<file path="src/rtl/alu_pipe.sv">
// Handshaked ALU: ADD/SUB/logic/shift in 1 cycle, MUL/DIV iterate over WIDTH cycles.
// Result and {O,C,N,Z} are held in DONE until taken; a same-cycle accept keeps back-to-back throughput.
module alu_pipe #(
  parameter int WIDTH = 16,
  parameter int SHW   = $clog2(WIDTH)
) (
  input  logic             i_clk,
  input  logic             i_rst,
  input  logic             i_in_valid,
  output logic             o_in_ready,
  input  logic [3:0]       i_opcode,
  input  logic [WIDTH-1:0] i_src1,
  input  logic [WIDTH-1:0] i_src2,
  output logic             o_out_valid,
  input  logic             i_out_ready,
  output logic [WIDTH-1:0] o_out,
  output logic [3:0]       o_flags,
  output logic             o_busy
);

  typedef enum logic [1:0] {S_IDLE, S_MUL, S_DIV, S_DONE} state_t;

  localparam logic [3:0] OP_ADD = 4'h0, OP_SUB = 4'h1, OP_MUL = 4'h2, OP_DIV = 4'h3;
  localparam logic [3:0] OP_AND = 4'h4, OP_OR  = 4'h5, OP_XOR = 4'h6, OP_NOT = 4'h7;
  localparam logic [3:0] OP_SLA = 4'h8, OP_SRA = 4'h9, OP_SLL = 4'hA, OP_SRL = 4'hB;

  state_t           r_state, w_next;
  logic [SHW-1:0]   r_cnt;
  logic [WIDTH-1:0] r_acc, r_q, r_opb;
  logic [WIDTH-1:0] r_out;
  logic [3:0]       r_flags;

  logic             w_accept, w_last;
  logic [WIDTH:0]   w_sum, w_dif, w_shl, w_srl, w_sra;
  logic             w_big;
  logic [SHW-1:0]   w_amt;
  logic [WIDTH-1:0] w_s_res;
  logic             w_s_c, w_s_o;
  logic [WIDTH:0]   w_madd, w_dsh;
  logic             w_dge;
  logic [WIDTH-1:0] w_it_acc, w_it_q;
  logic [WIDTH-1:0] w_ld_res;
  logic             w_ld_c, w_ld_o;
  logic [3:0]       w_ld_flags;

  assign o_in_ready  = (r_state == S_IDLE) | ((r_state == S_DONE) & i_out_ready);
  assign o_out_valid = (r_state == S_DONE);
  assign o_busy      = (r_state == S_MUL) | (r_state == S_DIV);
  assign o_out       = r_out;
  assign o_flags     = r_flags;
  assign w_accept    = i_in_valid & o_in_ready;
  assign w_last      = o_busy & (r_cnt == SHW'(WIDTH - 1));

  always_ff @(posedge i_clk) begin
    if (i_rst) r_state <= S_IDLE;
    else       r_state <= w_next;
  end

  always_comb begin
    w_next = r_state;
    case (r_state)
      S_IDLE, S_DONE: begin
        if (w_accept) begin
          if (i_opcode == OP_MUL)      w_next = S_MUL;
          else if (i_opcode == OP_DIV) w_next = S_DIV;
          else                         w_next = S_DONE;
        end else if ((r_state == S_DONE) && i_out_ready) begin
          w_next = S_IDLE;
        end
      end
      S_MUL, S_DIV: if (w_last) w_next = S_DONE;
      default: w_next = S_IDLE;
    endcase
  end

  // Shifts carry one extra bit so the last bit shifted out lands in a fixed position.
  assign w_sum = {1'b0, i_src1} + {1'b0, i_src2};
  assign w_dif = {1'b0, i_src1} - {1'b0, i_src2};
  assign w_big = |i_src2[WIDTH-1:SHW];
  assign w_amt = i_src2[SHW-1:0];
  assign w_shl = {1'b0, i_src1} << w_amt;
  assign w_srl = {i_src1, 1'b0} >> w_amt;
  assign w_sra = $signed({i_src1, 1'b0}) >>> w_amt;

  always_comb begin
    w_s_res = '0;
    w_s_c   = 1'b0;
    w_s_o   = 1'b0;
    case (i_opcode)
      OP_ADD: begin
        w_s_res = w_sum[WIDTH-1:0];
        w_s_c   = w_sum[WIDTH];
        w_s_o   = (i_src1[WIDTH-1] == i_src2[WIDTH-1]) & (w_sum[WIDTH-1] != i_src1[WIDTH-1]);
      end
      OP_SUB: begin
        w_s_res = w_dif[WIDTH-1:0];
        w_s_c   = w_dif[WIDTH];
        w_s_o   = (i_src1[WIDTH-1] != i_src2[WIDTH-1]) & (w_dif[WIDTH-1] != i_src1[WIDTH-1]);
      end
      OP_AND: w_s_res = i_src1 & i_src2;
      OP_OR:  w_s_res = i_src1 | i_src2;
      OP_XOR: w_s_res = i_src1 ^ i_src2;
      OP_NOT: w_s_res = ~i_src2;
      OP_SLA, OP_SLL: begin
        w_s_res = w_big ? '0 : w_shl[WIDTH-1:0];
        w_s_c   = ~w_big & w_shl[WIDTH];
      end
      OP_SRA: begin
        w_s_res = w_big ? {WIDTH{i_src1[WIDTH-1]}} : w_sra[WIDTH:1];
        w_s_c   = ~w_big & w_sra[0];
      end
      OP_SRL: begin
        w_s_res = w_big ? '0 : w_srl[WIDTH:1];
        w_s_c   = ~w_big & w_srl[0];
      end
      default: ;
    endcase
  end

  // MUL: r_acc:r_q is the product shifting right. DIV: r_acc is the remainder, r_q the dividend/quotient.
  assign w_madd   = {1'b0, r_acc} + (r_q[0] ? {1'b0, r_opb} : '0);
  assign w_dsh    = {r_acc, r_q[WIDTH-1]};
  assign w_dge    = (w_dsh >= {1'b0, r_opb});
  assign w_it_acc = (r_state == S_DIV) ? (w_dge ? WIDTH'(w_dsh - {1'b0, r_opb}) : w_dsh[WIDTH-1:0])
                                       : w_madd[WIDTH:1];
  assign w_it_q   = (r_state == S_DIV) ? {r_q[WIDTH-2:0], w_dge} : {w_madd[0], r_q[WIDTH-1:1]};

  always_comb begin
    w_ld_res = w_s_res;
    w_ld_c   = w_s_c;
    w_ld_o   = w_s_o;
    if (r_state == S_MUL) begin
      w_ld_res = w_it_q;
      w_ld_c   = |w_it_acc;
      w_ld_o   = |w_it_acc;
    end else if (r_state == S_DIV) begin
      w_ld_res = (r_opb == '0) ? '1 : w_it_q;
      w_ld_c   = 1'b0;
      w_ld_o   = (r_opb == '0);
    end
  end

  assign w_ld_flags = {w_ld_o, w_ld_c, w_ld_res[WIDTH-1], ~|w_ld_res};

  always_ff @(posedge i_clk) begin
    if (i_rst) begin
      r_cnt   <= '0;
      r_acc   <= '0;
      r_q     <= '0;
      r_opb   <= '0;
      r_out   <= '0;
      r_flags <= '0;
    end else if (w_accept) begin
      r_cnt <= '0;
      r_acc <= '0;
      if (i_opcode == OP_MUL) begin
        r_q   <= i_src2;
        r_opb <= i_src1;
      end else if (i_opcode == OP_DIV) begin
        r_q   <= i_src1;
        r_opb <= i_src2;
      end else begin
        r_out   <= w_ld_res;
        r_flags <= w_ld_flags;
      end
    end else if (o_busy) begin
      r_cnt <= r_cnt + 1'b1;
      r_acc <= w_it_acc;
      r_q   <= w_it_q;
      if (w_last) begin
        r_out   <= w_ld_res;
        r_flags <= w_ld_flags;
      end
    end
  end

endmodule

</file>
<file path="config.mk">
export PLATFORM = sky130hd
export DESIGN_NAME = alu_pipe
export DESIGN_NICKNAME = d
export VERILOG_FILES = /design/src/rtl/alu_pipe.sv
export SDC_FILE = /design/constraint.sdc
export NUM_CORES = 1
export LEC_CHECK = 0
export ABC_CLOCK_PERIOD_IN_PS = 4200
export CAP_MARGIN = 20
export CORE_ASPECT_RATIO = 0.75
export CORE_MARGIN = 1.5
export CORE_UTILIZATION = 44
export CTS_BUF_LIST = sky130_fd_sc_hd__clkbuf_16
export DETAILED_ROUTE_END_ITERATION = 16
export PLACE_DENSITY = 0.59
export RECOVER_POWER = 25
export SYNTH_ARGS = -nofsm -noshare
export SYNTH_HDL_FRONTEND = slang
export SYNTH_SLANG_ARGS = --single-unit
</file>
<file path="constraint.sdc">
create_clock -name i_clk -period 4.2 [get_ports i_clk]
set_input_delay 0.42 -clock i_clk [delete_from_list [all_inputs] [get_ports i_clk]]
set_output_delay 0.42 -clock i_clk [all_outputs]
set_load 0.05 [all_outputs]
</file>
Word-level counts from Yosys, hierarchy flattened
Index checks and enable logic that the tools add are counted.
{"block": "totals", "register_bits": 74, "inputBits": 40, "word_cells": 113}
{"block": "op_classes", "n_addsub": 5, "order_cmp": 1, "n_eq_ne": 24, "shift": 3, "n_mux": 39, "bitwise_logic": 15, "reduce_logical": 19}
{"cell": "$mux 16", "n": 21}
{"cell": "$pmux 16 s9", "n": 1}
{"cell": "$add 16x16->17", "n": 2}
{"cell": "$reduce_or 16->1", "n": 2}
{"cell": "$eq 4x4->1 const B", "n": 5}
{"cell": "$mux 4", "n": 5}
{"cell": "$ge 17x16->1", "n": 1}
{"cell": "$shl 16x4->17", "n": 1}
{"cell": "$shr 17x4->17", "n": 1}
{"cell": "$sshr 17x4->17", "n": 1}
{"cell": "$sub 16x16->17", "n": 1}
{"cell": "$and 16x16->16", "n": 1}
{"cell": "$eq 4x3->1 const B", "n": 4}
{"cell": "$logic_not 16->1", "n": 1}
{"cell": "$not 16->16", "n": 1}
{"cell": "$or 16x16->16", "n": 1}
{"cell": "$sub 16x16->16", "n": 1}
{"cell": "$xor 16x16->16", "n": 1}
{"cell": "$reduce_or 12->1", "n": 1}
{"cell": "$and 1x1->1", "n": 8}
{"cell": "$eq 4x2->1 const B", "n": 2}
{"cell": "$mux 2", "n": 4}
{"cell": "$reduce_or 2->1", "n": 4}
{"cell": "$ne 2x2->1 const B", "n": 3}
{"cell": "21 further kinds", "n": 33}

Longest topological paths before layout
Gate-level depths: netlist of run 1.
{"block": "logic_depth", "ltp_word": 11, "ltp_mapped": 15, "depth_no_buf": 14}

Worst setup path after synthesis of run 1
OpenSTA, ideal clock, no wires.
{"block": "synth_timing", "path_type": "input-to-reg", "startpoint": "input port i_src2[1]", "endpoint": "register r_flags[3], in the netlist o_flags[3]", "setup_time_ns": 0.069, "arrival_time_ns": 3.423, "slack_ns": 0.708, "stages": 14, "n_path_buf": 2, "path_cell_list": "buf_2 inv_1 buf_1 ha_1 nor2_1 o221ai_1 a31oi_1 a221oi_1 o31ai_1 a21oi_1 or4_1 nand3_1 nand2_1 o21ai_1"}
{"block": "synth_between", "elab_chain_cells": 9}
{"item": "start, declared", "line_no": "13", "source": "input logic [WIDTH-1:0] i_src2,"}
{"item": "$sub 16x16->17 / $add 16x16->17 (equally long branches)", "line_no": "78, 77"}
{"item": "$ne 1x1->1 (on tied branches)", "line_no": "98, 93"}
{"item": "$and 1x1->1 (on tied branches)", "line_no": "98, 93"}
{"item": "$pmux 1 s2 (*)", "line_no": "89", "source": "case (i_opcode)"}
{"item": "$mux 1 (*)", "line_no": "136", "source": "end else if (r_state == S_DIV) begin"}
{"item": "$mux 1 (*)", "line_no": "132", "source": "if (r_state == S_MUL) begin"}
{"item": "$mux 4 (on tied branches)", "line_no": "170, 159"}
{"item": "$mux 4 (on tied branches)", "line_no": "166, 156"}
{"item": "$mux 4 (*)", "line_no": "153", "source": "end else if (w_accept) begin"}
{"item": "end signal, assigned", "line_no": "164", "source": "r_flags <= w_ld_flags;"}
{"item": "end signal, assigned", "line_no": "172", "source": "r_flags <= w_ld_flags;"}
{"item": "end, declared", "line_no": "31", "source": "logic [3:0] r_flags;"}
Mark *: on every way between the ends. The rest lies on a longest branch, timed or not. The select of a mux whose other input is x is not followed.
A chain may end at the register's enable or synchronous reset.

Worst setup path after layout of run 1
{"block": "layout_timing", "startpoint": "register r_opb[12]", "endpoint": "register r_flags[2], in the netlist o_flags[2]"}
{"block": "layout_between", "elab_chain_cells": 8}
{"item": "start, declared", "line_no": "29", "source": "logic [WIDTH-1:0] r_acc, r_q, r_opb;"}
{"item": "start signal, assigned", "line_no": "158", "source": "r_opb <= i_src1;"}
{"item": "start signal, assigned", "line_no": "161", "source": "r_opb <= i_src2;"}
{"item": "$mux 16 (tied with other cells)", "line_no": "121", "source": "assign w_madd = {1'b0, r_acc} + (r_q[0] ? {1'b0, r_opb} : '0);"}
{"item": "$add 16x16->17 / $mux 16 (equally long branches)", "line_no": "121, 124"}
{"item": "$mux 16 (*)", "line_no": "124", "source": "assign w_it_acc = (r_state == S_DIV) ? (w_dge ? WIDTH'(w_dsh - {1'b0, r_opb}) : w_dsh[WIDTH-1:0])"}
{"item": "$reduce_or 16->1 (*)", "line_no": "134", "source": "w_ld_c = |w_it_acc;"}
{"item": "$mux 1 (*)", "line_no": "132"}
{"item": "$mux 4 (on tied branches)", "line_no": "170, 159"}
{"item": "$mux 4 (on tied branches)", "line_no": "166, 156"}
{"item": "$mux 4 (*)", "line_no": "153"}
Marks and branches as above.

==> reports/qor.yml, run 1 <==
p_per_area_nw_per_um2: 459
drtAntennaViolNets: 0
syn_to_final_growth_pct: 16.1
setup_viol_count_final: 0
drive_gt1_frac: 0.134
whs_path_depth: 2
synth_edf_count: 0
clock_tree.root_cell: "clkbuf_16"
core-area_sq_um: 24000
n_fill_cell: 2390
multi_input_area_sq_um: 8540
routed_via_density: 6.59
tightest_slew_ns: 1.36
drt-initial-drc-count: 1680
gp_congestion: 1.06
hold_violations: 0
clockBufferDepth: 2
syn_inst: 1496
grt_pass1_vias: 11200
final_util: 0.521
ff_latch_area_sq_um: 1460
cts_resized: 0
initial_core_util: 0.449
fin_area_sq_um: 12500
die_x_microns: 184
cellLeakagePower_nw: 5.13
period_needed_ns: 4.04
synthesis.area_sq_um: 10800
row_count: 49
synthDistinctLibCells: 85
antenna_found_initial: 3
drc: 0
slew_viol_final: 0
yosys_register_bits: 73
worstSetupEndpointType: "flop"
worst-r2r-cell-count: 13
status: "complete, no violations"
clkTransAtPathRegs_ns: 0.07
gr-total-overflow: 0
hold_class: "in2reg"
fmax_mhz: 248
finalCritPeriodShare: 0.961
synth-async-reset-ratio: 0
firstDrtPassIters: 7
postCtsHoldBufs: 0
synth_nets: 1626
grt_pass1_wl_microns: 70700
post-cts-setup-buffers: 0
synth_warnings: 0
cts_max_level: 3
dpl.hpwl_microns: 36400
drt-total-wl_microns: 46700
clock-sinks: 73
critPathArrivalTime_ns: 4.25
cp_max_fo: 8
globalRouteTotalUtil: 0.365
fp.dieH_microns: 138
rsz0062_at_grt: "no"
placedInstanceArea_sq_um: 12200
fin_skew_ns: 0.0122
cts_tree: "built"
clk_latency_ns: 0.35
max_cap_violations: 0
grt_max_degree: 49
dieArea_sq_um: 25400
io_buffer_count: 62
tns_ns: 0
peakVddDrop_mv: 0.373
max_slew_margin: 0.0935
crit_path_start_kind: "flop"
postSynthAreaPerCell_sq_um: 7.20
critPathKind: "reg2reg"
nets: 1697
required_ns: 4.41
wl_per_cell_microns: 24.5
synth-seq-area-share: 0.136
io_pins: 63
cts_buffers: 9
synth_top_flop_cell: "dfxtp_1"
vias: 12500
power_mw: 5.74
cell families after synthesis:
| group | count (synthesis) | share of synthesized area |
|---|---|---|
| xor+xnor | 26 | 0.0212 |
| fa+ha+maj | 90 | 0.107 |
| simple gates | 536 | 0.242 |
| mux | 90 | 0.118 |
| buf+inv | 201 | 0.0739 |
| compound gates | 480 | 0.302 |
| flops | 73 | 0.136 |
synth_stat cells, drive strengths merged (5+ instances only):
cell	instances	area [sq um]
nor2	176	661
nor4	29	213
a211oi	39	293
mux4	28	631
a21oi	130	654
a22oi	8	60.1
inv	81	304
nand4	18	119
a31oi	13	81.3
nand3	25	125
dfxtp	73	1460
a2111oi	25	225
a211o	7	61.3
o21bai	11	82.6
o22ai	11	68.8
o21a	10	75.1
a311oi	18	158
mux2	17	191
xor2	6	52.6
mux2i	45	450
nor3	35	180
a21boi	8	60.1
o31ai	10	80.1
or3	15	93.8
or4	5	41.3
o21ai	82	414
clkbuf	80	300
xnor2	20	175
ha	86	1080
nor2b	15	93.8
a22o	6	52.6
or2	7	43.8
a221o	5	50.1
a221oi	16	153
o211ai	19	143
o221ai	5	43.8
a32oi	7	61.3
and2	23	144
buf	37	180
nand2b	14	87.6
a21o	17	128
and3	10	62.6
nand2	138	518
nor3b	9	67.6
cell usage in the layout (no fill, tap or decap), types with 25 or more instances in the layout:
cell type        netlist  layout
a211oi_1              39      39
a21oi_1              129     128
buf_4                  2     112
clkdlybuf4s50_1        0      35
dfxtp_1               73      73
ha_1                  86      85
inv_1                 80      81
mux2i_1               45      45
mux4_2                28      28
nand2_1              138     138
nand3_1               25      25
nor2_1               176     175
nor3_1                34      34
o21ai_0               79      79
registers in the layout (all words and copies together) (netlist names):
name / count
o_out: 15
r_state: 2
r_cnt: 4
r_q: 16
o_flags: 4
r_opb: 16
r_acc: 16
critical path, stage by stage, from the launching register on:
cell      delay, ns
dfxtp_1        0.42
inv_1          0.07
ha_1           0.40
a21o_1         0.23
a311oi_1       0.26
o21bai_1       0.18
or3_1          0.36
a21oi_1        0.56
mux2_2         0.40
o21ai_0        0.32
nand4_1        0.23
nor4_2         0.20
buf_4          0.18
o22ai_1        0.09
area by class of cell:
cell class              instances  share of cell area
repair buffers                177               0.117
flip-flops and latches         73               0.117
diodes                          1            0.000200
clock buffers                   9              0.0180
multi-input cells            1222               0.683
inverters                      84              0.0252
well taps                     331              0.0331
clock inverters                 7             0.00631
power breakdown:
group	internal [mW]	switching [mW]
sequential	0.810	0.135
clock	0.467	0.349
combinational	1.47	2.50
total	2.75	2.99
path summary, 6_finish.rpt:
| path | from | endpoint | slack, ns |
|---|---|---|---|
| hold reg to reg | o_out[1] | o_out[1] | 0.46 |
| setup / recovery | r_opb[12] | o_flags[2] | 0.16 |
| setup reg to reg | r_opb[12] | o_flags[2] | 0.16 |
| hold / removal | i_rst | r_q[3] | 0.44 |
routing by layer:
layer,wire [microns],global-route usage,vias to the layer above,share of wire
met2,17800,0.480,733,0.38
met3,6150,0.120,83,0.13
met1,21900,0.566,5989,0.47
li1,-,-,5739,-
met5,13,0,-,0.00028
met4,918,0.0686,2,0.020
through the flow:
stage          setup WS [ns]  hold slack [ns]  std cells
2_1_floorplan          0.708            0.479       1496
3_3_place_gp           0.172            0.441       1887
3_5_place_dp           0.173            0.451       1887
4_1_cts                0.297            0.430       1903
5_1_grt               0.0225            0.444       1903
6_report               0.165            0.438       1904
(Power assumes the default switching activity.)
==> run 2: changes to the inputs <==
--- a/config.mk
+++ b/config.mk
@@ -12,7 +12,7 @@
 export CORE_UTILIZATION = 44
 export CTS_BUF_LIST = sky130_fd_sc_hd__clkbuf_16
 export DETAILED_ROUTE_END_ITERATION = 16
-export PLACE_DENSITY = 0.59
+export PLACE_DENSITY_LB_ADDON = 0.25
 export RECOVER_POWER = 25
 export SYNTH_ARGS = -nofsm -noshare
 export SYNTH_HDL_FRONTEND = slang
==> run 2 against run 1 <==
- worst hold slack better by 0.022 ns
- clock power up 2.6%
- die area unchanged
- global-route usage down 1.9 points
- cell count down 0.16%
- routed wire length down 4.0%
- critical path type unchanged
- highest routed layer unchanged
==> reports/qor.yml, run 2 (synthesized netlist as in run 1, its figures left out) <==
status: "complete, no violations"
worstSetupEndpointType: "flop"
final_util: 0.521
crit_path_start_kind: "flop"
clkTransAtPathRegs_ns: 0.08
firstDrtPassIters: 8
fp.dieH_microns: 138
max_slew_margin: 0.179
required_ns: 4.41
gr-total-overflow: 0
fin_area_sq_um: 12500
hold_class: "reg2reg"
core-area_sq_um: 24000
routed_via_density: 6.59
grt_pass1_vias: 11100
drtAntennaViolNets: 0
antenna_found_initial: 3
critPathKind: "reg2reg"
io_buffer_count: 62
tightest_slew_ns: 1.23
critPathArrivalTime_ns: 4.12
grt_max_degree: 53
finalCritPeriodShare: 0.930
vias: 12500
drive_gt1_frac: 0.133
cts_max_level: 3
placedInstanceArea_sq_um: 12200
clock_tree.root_cell: "clkbuf_16"
grt_pass1_wl_microns: 68000
initial_core_util: 0.449
rsz0062_at_grt: "no"
cts_tree: "built"
slew_viol_final: 0
max_cap_violations: 0
tns_ns: 0
setup_viol_count_final: 0
postCtsHoldBufs: 0
drt-total-wl_microns: 44900
io_pins: 63
clockBufferDepth: 2
n_fill_cell: 2321
antennaDiodeCount: 0
reg_top3: "r_acc x16, r_opb x16, r_q x16"
cellLeakagePower_nw: 5.12
p_per_area_nw_per_um2: 455
clk_latency_ns: 0.35
layout_common_cells: "175 x nor2_1, 138 x nand2_1, 128 x a21oi_1, 111 x buf_4, 85 x ha_1"
gp_congestion: 1.06
drc: 0
period_needed_ns: 3.91
drt-initial-drc-count: 1694
nets: 1695
die_x_microns: 184
cts_buffers: 9
peakVddDrop_mv: 0.662
wl_per_cell_microns: 23.6
globalRouteTotalUtil: 0.346
fin_skew_ns: 0.0184
fmax_mhz: 256
dpl.hpwl_microns: 35000
row_count: 49
layout_commonest_cell: "nor2_1"
dieArea_sq_um: 25400
syn_to_final_growth_pct: 15.9
hold_violations: 0
cp_max_fo: 10
clock-sinks: 73
[run 2: changes by cell type in the layout (fill, tap and decap cells not counted), sizes merged]
cell,change
clkinv,-1
clkbuf,-1
clkdlybuf4s50,+1
dlygate4sd3,-1
inv,+1
diode,-1
buf,-1
[run 2: path summary, 6_finish.rpt]
path	start	end	slack, ns	depth (start not counted)
max	r_opb[9]	o_flags[2]	0.29	14
min	o_out[1]	o_out[1]	0.46	2
max reg2reg	r_opb[9]	o_flags[2]	0.29	14
min reg2reg	o_out[1]	o_out[1]	0.46	2
[run 2: power by group]
group / internal, mW / leakage [nW] / total [mW] / switching, mW
sequential: 0.809 / 0.593 / 0.947 / 0.137
clock: 0.473 / 0.149 / 0.837 / 0.364
combinational: 1.47 / 4.38 / 3.90 / 2.43
[run 2: critical path, stage by stage (launching register included)]
cell      delay (ns)
dfxtp_1         0.41
inv_1           0.06
ha_1            0.40
nand4_2         0.17
or4_4           0.58
o21ai_2         0.43
a211oi_1        0.14
a21o_1          0.18
o311ai_1        0.11
nor4bb_2        0.46
buf_4           0.18
nand4_1         0.18
nor4_2          0.20
buf_4           0.18
o22ai_1         0.08
[run 2: routing by layer]
| layer | track usage | wire [microns] | up-vias |
|---|---|---|---|
| met5 | 0 | 36 | - |
| met4 | 0.0858 | 1200 | 6 |
| met3 | 0.0975 | 5780 | 96 |
| met2 | 0.454 | 17000 | 786 |
| met1 | 0.540 | 20900 | 5925 |
| li1 | - | - | 5707 |
[run 2: timing repair]
item	CTS	global route
resized for setup	0	2
setup buffers	0	0
setup endpoints to repair	0	2
[run 2: area by class of cell]
cell class                 instances  area, sq um  area share
multi-input combinational       1222         8530       0.683
sequential                        73         1460       0.117
timing repair buffer             175         1450       0.116
tap                              331          414      0.0332
inverter                          84          315      0.0253
clock buffer                       9          225      0.0180
clock inverter                     7         83.8     0.00672
[run 2: stage by stage]
| stage | cells | hold WS (ns) | total power, mW | worst slack, ns |
|---|---|---|---|---|
| 2_1_floorplan | 1496 | 0.479 | 3.47 | 0.708 |
| 3_3_place_gp | 1885 | 0.443 | 4.71 | 0.114 |
| 3_5_place_dp | 1885 | 0.447 | 4.71 | 0.123 |
| 4_1_cts | 1901 | 0.465 | 5.57 | 0.198 |
| 5_1_grt | 1901 | 0.487 | 6.01 | 0.00268 |
| 6_report | 1901 | 0.461 | 5.68 | 0.292 |
